<file path="src/rtl/spread_window_stats.sv">
// Windowed bid/ask spread statistics: last spread, sliding sum/average, FSM-rescanned min/max.
// Optional SPREAD_CROSS_EN macro adds a registered crossed-book flag on the last accepted sample.
module spread_window_stats #(
    parameter int unsigned PRICE_W    = 8,
    parameter int unsigned LOG2_DEPTH = 3
) (
    input  logic                  clk,
    input  logic                  reset,
    input  logic                  clear,
    input  logic                  match_signal,
    input  logic                  enable_count,
    input  logic [PRICE_W-1:0]    buy_price,
    input  logic [PRICE_W-1:0]    sell_price,
    output logic [PRICE_W-1:0]    spread_now,
    output logic                  spread_valid,
    output logic                  sample_pulse,
    output logic [LOG2_DEPTH:0]   fill_count,
    output logic [PRICE_W-1:0]    spread_avg,
    output logic                  avg_valid,
    output logic [PRICE_W-1:0]    spread_min,
    output logic [PRICE_W-1:0]    spread_max,
    output logic                  stats_valid,
    output logic [15:0]           reject_count,
    output logic                  crossed
);
    localparam int unsigned DEPTH = 1 << LOG2_DEPTH;
    localparam int unsigned SUM_W = PRICE_W + LOG2_DEPTH;
    localparam int unsigned CNT_W = LOG2_DEPTH + 1;

    typedef enum logic {StIdle, StScan} state_e;

    logic [PRICE_W-1:0]    buf_q [DEPTH];
    logic [LOG2_DEPTH-1:0] wptr_q;
    logic [CNT_W-1:0]      fill_q;
    logic [SUM_W-1:0]      sum_q, sum_d;
    logic [PRICE_W-1:0]    spread_q, spread_calc;
    logic                  pulse_q;
    logic [15:0]           reject_q;
    state_e                state_q, state_d;
    logic [LOG2_DEPTH-1:0] idx_q, idx_d;
    logic [PRICE_W-1:0]    run_min_q, run_min_d, run_max_q, run_max_d;
    logic [PRICE_W-1:0]    min_q, min_d, max_q, max_d;
    logic [PRICE_W-1:0]    scan_val, scan_min, scan_max;
    logic                  book_ok, sample_req, accept, reject, full;

    assign book_ok     = (buy_price != '0) && (sell_price != '1);
    assign sample_req  = match_signal & enable_count & ~clear & ~reset;
    assign accept      = sample_req & book_ok;
    assign reject      = sample_req & ~book_ok;
    assign spread_calc = (buy_price >= sell_price) ? (buy_price - sell_price)
                                                   : (sell_price - buy_price);
    assign full        = (fill_q == CNT_W'(DEPTH));
    // Oldest entry sits at wptr once the window is full, so it is the one evicted.
    assign sum_d       = sum_q + SUM_W'(spread_calc) - (full ? SUM_W'(buf_q[wptr_q]) : '0);

    assign scan_val = buf_q[idx_q];
    assign scan_min = (scan_val < run_min_q) ? scan_val : run_min_q;
    assign scan_max = (scan_val > run_max_q) ? scan_val : run_max_q;

    always_comb begin
        state_d   = state_q;
        idx_d     = idx_q;
        run_min_d = run_min_q;
        run_max_d = run_max_q;
        min_d     = min_q;
        max_d     = max_q;
        if (accept) begin
            state_d   = StScan;
            idx_d     = '0;
            run_min_d = '1;
            run_max_d = '0;
        end else begin
            case (state_q)
                StScan: begin
                    run_min_d = scan_min;
                    run_max_d = scan_max;
                    idx_d     = idx_q + LOG2_DEPTH'(1);
                    if (CNT_W'(idx_q) == fill_q - CNT_W'(1)) begin
                        state_d = StIdle;
                        min_d   = scan_min;
                        max_d   = scan_max;
                    end
                end
                default: ;
            endcase
        end
    end

    always_ff @(posedge clk) begin
        if (reset || clear) begin
            for (int i = 0; i < int'(DEPTH); i++) buf_q[i] <= '0;
            wptr_q    <= '0;
            fill_q    <= '0;
            sum_q     <= '0;
            spread_q  <= '0;
            pulse_q   <= 1'b0;
            reject_q  <= '0;
            state_q   <= StIdle;
            idx_q     <= '0;
            run_min_q <= '0;
            run_max_q <= '0;
            min_q     <= '0;
            max_q     <= '0;
        end else begin
            pulse_q <= accept;
            if (accept) begin
                spread_q      <= spread_calc;
                buf_q[wptr_q] <= spread_calc;
                wptr_q        <= wptr_q + LOG2_DEPTH'(1);
                sum_q         <= sum_d;
                if (!full) fill_q <= fill_q + CNT_W'(1);
            end
            if (reject && reject_q != 16'hFFFF) reject_q <= reject_q + 16'd1;
            state_q   <= state_d;
            idx_q     <= idx_d;
            run_min_q <= run_min_d;
            run_max_q <= run_max_d;
            min_q     <= min_d;
            max_q     <= max_d;
        end
    end

`ifdef SPREAD_CROSS_EN
    logic crossed_q;
    always_ff @(posedge clk) begin
        if (reset || clear) crossed_q <= 1'b0;
        else if (accept)    crossed_q <= (buy_price > sell_price);
    end
    assign crossed = crossed_q;
`else
    assign crossed = 1'b0;
`endif

    assign spread_now   = spread_q;
    assign spread_valid = (fill_q != '0);
    assign sample_pulse = pulse_q;
    assign fill_count   = fill_q;
    assign avg_valid    = full;
    assign spread_avg   = full ? PRICE_W'(sum_q >> LOG2_DEPTH) : '0;
    assign spread_min   = min_q;
    assign spread_max   = max_q;
    assign stats_valid  = (state_q == StIdle) && (fill_q != '0);
    assign reject_count = reject_q;
endmodule

</file>
<file path="config.mk">
export PLATFORM = sky130hd
export DESIGN_NAME = spread_window_stats
export DESIGN_NICKNAME = d
export VERILOG_FILES = /design/src/rtl/spread_window_stats.sv
export SDC_FILE = /design/constraint.sdc
export NUM_CORES = 1
export LEC_CHECK = 0
export CAP_MARGIN = 20
export CORE_AREA = 2 2 133 135
export DETAILED_ROUTE_END_ITERATION = 10
export DIE_AREA = 0 0 135 137
export DONT_BUFFER_PORTS = 1
export GPL_TIMING_DRIVEN = 0
export SYNTH_ARGS = -nofsm -noshare
export SYNTH_HDL_FRONTEND = slang
export SYNTH_SLANG_ARGS = --single-unit
</file>
<file path="constraint.sdc">
create_clock -name clk -period 9.7 [get_ports clk]
set_input_delay 1.94 -clock clk [delete_from_list [all_inputs] [get_ports clk]]
set_output_delay 1.94 -clock clk [all_outputs]
set_load 0.02 [all_outputs]
</file>
==> flow_results.org, run 1 <==
** Logic synthesis
- In this run, synthesis inferred 64 flip-flops with an integrated enable.
- The mapped netlist covers 8328 um2.
- When the netlist entered floorplanning its net count stood at 896.
- The share of the Yosys chip area taken by registers is 0.4351.
- The largest total area in the synthesized netlist belongs to sky130_fd_sc_hd__edfxtp_1.
- Synth warn :: 0
- Gate Count Post-Synth :: 819
- Number of different library cells in the post-synthesis netlist :: 59
- Ranked by total cell area, the synthesized netlist is headed by sky130_fd_sc_hd__edfxtp_1 23%, sky130_fd_sc_hd__dfxtp_1 20%, sky130_fd_sc_hd__mux4_2 8.7%.
- Commonest register cell after synthesis :: sky130_fd_sc_hd__dfxtp_1
- Counting flops with an async set or reset pin after synthesis yields a share of 0.
- A synthesized cell averages 10.17 um2.
- The synthesized design contains 149 register bits.
- Of the post-synthesis cell area, the dominant cell type holds 0.2308.

** Worst setup path
- Classification of the worst setup path :: primary input to register
- FF-to-FF path depth :: 15
- Data arrival time at the worst-slack endpoint :: 6800 ps
- Type of destination of the critical path :: register
- Walking the worst path, the cells encountered are inv_1, ha_1, buf_2, and4_1, nor3_1, a211oi_1, a21o_1, buf_2, mux2i_1, xor2_1, fa_1, inv_1, ha_1, a21oi_1, o21ai_0, nor4_1, nor2_1, a21oi_1, xor2_1, o21ai_0.
- Together, buffers and inverters on the worst path number 4.
- Destination of the worst register-to-register timing path :: sum_q[8]
- Crit path launch type :: primary input
- In this run the worst path has a maximum fanout of 10.
- In this run the register-to-register setup slack is 4700 ps.
- Critical path data required time :: 10,000 ps
- Master of the slowest instance on the critical path :: sky130_fd_sc_hd__xor2_1
- Critical path's top delay family :: adder cells
- Delay contributed by the slowest stage of the critical path :: 860 ps

** STA
- Post-Route Hold Slack :: 479.6 ps
- Smallest setup slack after layout :: 3201 ps
- The final number of hold-violating endpoints came to 0.
- Setup violations remaining at the end of the flow were counted as 0.
- Fmax :: 153.9 MHz
- Slew at the pin closest to its max-slew limit :: 1077 ps
- Fin Clk Skew :: 9.938 ps
- Slew HR :: 0.2798
- Pins Over Slew Limit :: 0
- Of the available clock period, the critical path in the final layout requires 0.6700.
- Adding up every negative setup slack in the final design gives 0 ps.
- Setup repair after global routing missed its margin :: no
- Time the worst path needs with I/O delays and setup :: 6499 ps

** Floorplan
- The floorplan step set the die height to 137 um.
- The initial utilization of the core area, before any placement, comes to 0.4883.
- Die Span X :: 135 um
- Ports placed on the boundary :: 78
- Area of the die :: 18,500 um2
- In this run the core area contains 48 standard-cell rows.
- After floorplanning, the core was sized to cover 17,060 um2.

** Clock network
- The clock passes through at most 2 buffers.
- Clock edge transition at the registers on the reported setup and hold paths :: 60 ps
- Root Buffer :: sky130_fd_sc_hd__clkbuf_16
- The tree built by TritonCTS fans out to 149 sinks.
- The number of gates resized after CTS was 0.
- Post-CTS timing repair inserted 0 buffers for setup.
- After clock tree synthesis, the flow added hold-fix buffers numbering 0.
- Level count of the clock H-tree :: 4
- TritonCTS clock tree :: yes
- Clock latency reported for the late side of the worst-skew pair :: 440 ps
- Counting the buffers created by CTS gives 17.

** Global routing
- Pin count of the biggest net entering global routing :: 17
- Total congestion overflow after global routing :: 0
- Met2 usage :: 0.4021
- Global router's overall resource usage :: 0.2407
- Global-route track usage on met1 :: 0.3098
- For this run, global-route usage on met3 was measured as 0.05926.
- After global routing, the most crowded layer is met2.
- The initial antenna violation count is 0.
- The first global-routing pass estimated 33,610 um of wire.
- The number of global-route vias before repair came to 6,274.

** Run status
- Run status :: finished, final reports clean

** Final layout
- Excluding fillers, the count of instances in the completed layout stands at 1,078.
- Relative to the synthesized area, the layout overhead comes to 10.47%.
- In the final layout, the share of cells above drive strength 1 is 0.1102.
- Counting the fill cells in the layout gives 1,538.
- Net count, final :: 917
- The repair_antennas step left the layout with diodes totalling 0.

** Route
- Total vias in the final route :: 6,268
- Initial DRT Pass Iterations :: 5
- The detailed router finished its first iteration with 415 violations.
- DRC violations left :: 0
- Detail Route Antenna Nets :: 0
- After detailed routing, the number of vias per cell comes to 5.814.
- Routed WL :: 21,310 um
- Routed length per instance :: 19.77 um

** Placed design
- The HPWL after detailed placement is 15,590 um.
- Port buffering added 0 buffers.
- The congestion estimate from routability-driven global placement came to 0.8855.
- Number of placed instances with taps included :: 1,046
- Timing analysis after detailed placement gives a worst setup slack of 2798 ps.

** Job
- Number of max-cap violations :: 0

** Power
- The worst-case IR drop observed on VDD is 0.1454 mV.
- Pleak :: 3.534 nW
- Dividing total power by cell area gives a power density of 180.8 nW/um2.

** Worst hold path
- In this run the most critical hold path is launched from sum_q[0].
- Endpoint of the worst hold-timing path :: sum_q[0]
- The worst hold path passes through 2 cells.
- Type of the worst min-delay path :: register to register
sequential cells by signal (all words and copies together), names as in the netlist, named ones only:
signal and count:
sum_q 11, run_min_q 8, fill_count 4, spread_min 8, idx_q 3, sample_pulse 1, spread_max 8, reject_count 16
buf_q 64, spread_now 8, run_max_q 8, wptr_q 3, state_q 1
routing by layer:
layer / wire, um / part of all wire
met5: 0 / 0
met4: 372 / 0.017
met3: 1233 / 0.058
met2: 10340 / 0.49
met1: 9362 / 0.44
final cells by class:
class                           count  area [um2]  area share
Buffer                             42       188.9     0.02054
Clock buffer                       24       516.7     0.05617
Clock inverter                      8       58.81    0.006392
Inverter                           61       229.0     0.02489
Multi-Input combinational cell    567        4287      0.4659
Sequential cell                   149        3623      0.3939
Tap cell                          225       281.5     0.03060
Timing Repair Buffer                2       15.01    0.001632
cells in the final DEF, fill, tap and decap left out, drive strengths merged, types with 3 or more instances in the layout:
| master | netlist | final |
|---|---|---|
| fa | 10 | 10 |
| clkbuf | 30 | 54 |
| nor3b | 3 | 3 |
| a311oi | 7 | 7 |
| buf | 12 | 14 |
| ha | 46 | 46 |
| inv | 61 | 65 |
| mux2i | 16 | 16 |
| nor4 | 3 | 3 |
| and3 | 6 | 6 |
| nand4 | 10 | 10 |
| nor2 | 133 | 133 |
| nand2 | 47 | 47 |
| dfxtp | 85 | 85 |
| o31ai | 10 | 10 |
| xor2 | 16 | 16 |
| mux4 | 32 | 32 |
| or2 | 4 | 4 |
| a21oi | 31 | 31 |
| nand4b | 3 | 3 |
| and2 | 8 | 8 |
| or4 | 3 | 3 |
| nand3b | 3 | 3 |
| a31oi | 7 | 7 |
| mux2 | 13 | 13 |
| o21ai | 28 | 28 |
| a211oi | 9 | 9 |
| xnor2 | 16 | 16 |
| edfxtp | 64 | 64 |
| a21o | 12 | 12 |
| nand3 | 31 | 31 |
| nor3 | 19 | 19 |
| o2bb2ai | 18 | 18 |
worst min-delay path, stage by stage (launching register included):
cell and delay [ps]:
sky130_fd_sc_hd__dfxtp_1 310, sky130_fd_sc_hd__nand3_1 70, sky130_fd_sc_hd__nand2_1 50
through the flow:
step	instance area [um2]	power, mW	utilization
6_report	9200	1.664	0.5394
5_1_grt	9200	1.739	0.5394
4_1_cts	9200	1.668	0.5394
3_5_place_dp	8625	1.025	0.5056
3_3_place_gp	8610	1.015	0.5048
2_1_floorplan	8328	0.9429	-
worst max-delay path by stage:
stage / from / end / depth (start not counted)
2_1_floorplan: buy_price[0] / sum_q[8] / 20
3_3_place_gp: buy_price[0] / sum_q[8] / 20
3_5_place_dp: buy_price[0] / sum_q[8] / 20
4_1_cts: buy_price[0] / sum_q[8] / 20
5_1_grt: buy_price[0] / sum_q[8] / 20
6_report: buy_price[0] / sum_q[8] / 20
cell families after synthesis:
kind of cell | Yosys count | share of synthesized area
AOI/OAI and AO/OA | 136 | 0.1103
xor gates and xnor gates | 32 | 0.03365
adders and majority gates | 56 | 0.09315
buffers and inverters | 103 | 0.05018
DFF | 149 | 0.4351
muxes | 61 | 0.1238
other | 1 | 0.0004503
and+or+nand+nor | 281 | 0.1534
power by group:
part | leakage [nW] | switching (mW) | total, mW | internal, mW
combinational | 1.85 | 0.202 | 0.331 | 0.130
clock | 0.284 | 0.272 | 0.647 | 0.375
sequential | 1.40 | 0.0129 | 0.685 | 0.672
total | 3.53 | 0.487 | 1.66 | 1.18
synthesized netlist by cell type (5+ instances only):
cell and n:
sky130_fd_sc_hd__and3_1 6, sky130_fd_sc_hd__nand3_1 31, sky130_fd_sc_hd__a311oi_1 7, sky130_fd_sc_hd__clkbuf_1 29, sky130_fd_sc_hd__o31ai_1 9, sky130_fd_sc_hd__ha_1 46, sky130_fd_sc_hd__a31oi_1 7, sky130_fd_sc_hd__and2_1 8
sky130_fd_sc_hd__inv_1 61, sky130_fd_sc_hd__edfxtp_1 64, sky130_fd_sc_hd__fa_1 10, sky130_fd_sc_hd__nor3_1 18, sky130_fd_sc_hd__mux2_2 12, sky130_fd_sc_hd__dfxtp_1 85, sky130_fd_sc_hd__o21ai_0 27, sky130_fd_sc_hd__nand4_1 10
sky130_fd_sc_hd__a21o_1 12, sky130_fd_sc_hd__nand2_1 47, sky130_fd_sc_hd__xnor2_1 16, sky130_fd_sc_hd__xor2_1 16, sky130_fd_sc_hd__a211oi_1 9, sky130_fd_sc_hd__a21oi_1 31, sky130_fd_sc_hd__nor2_1 133, sky130_fd_sc_hd__o2bb2ai_1 18
sky130_fd_sc_hd__mux2i_1 16, sky130_fd_sc_hd__mux4_2 32, sky130_fd_sc_hd__buf_1 5
No activity file was read; power rests on OpenSTA's default activity.
==> inputs of run 2 (changes only) <==
==> constraint.sdc (replaced) <==
create_clock -name clk -period 6.5 [get_ports clk]
set_input_delay 1.3 -clock clk [delete_from_list [all_inputs] [get_ports clk]]
set_output_delay 1.3 -clock clk [all_outputs]
set_load 0.02 [all_outputs]
==> results of run 2 <==
Same layout as run 1 (identical final DEF). Status: finished, final reports clean.
Among the figures that moved: setup slack after placement 2798 ps -> 238.5 ps; setup slack after layout 3201 ps -> 640.6 ps; register-to-register setup slack 4700 ps -> 1500 ps; total power 1.664 mW -> 2.483 mW; worst IR drop on VDD 0.1454 mV -> 0.2169 mV
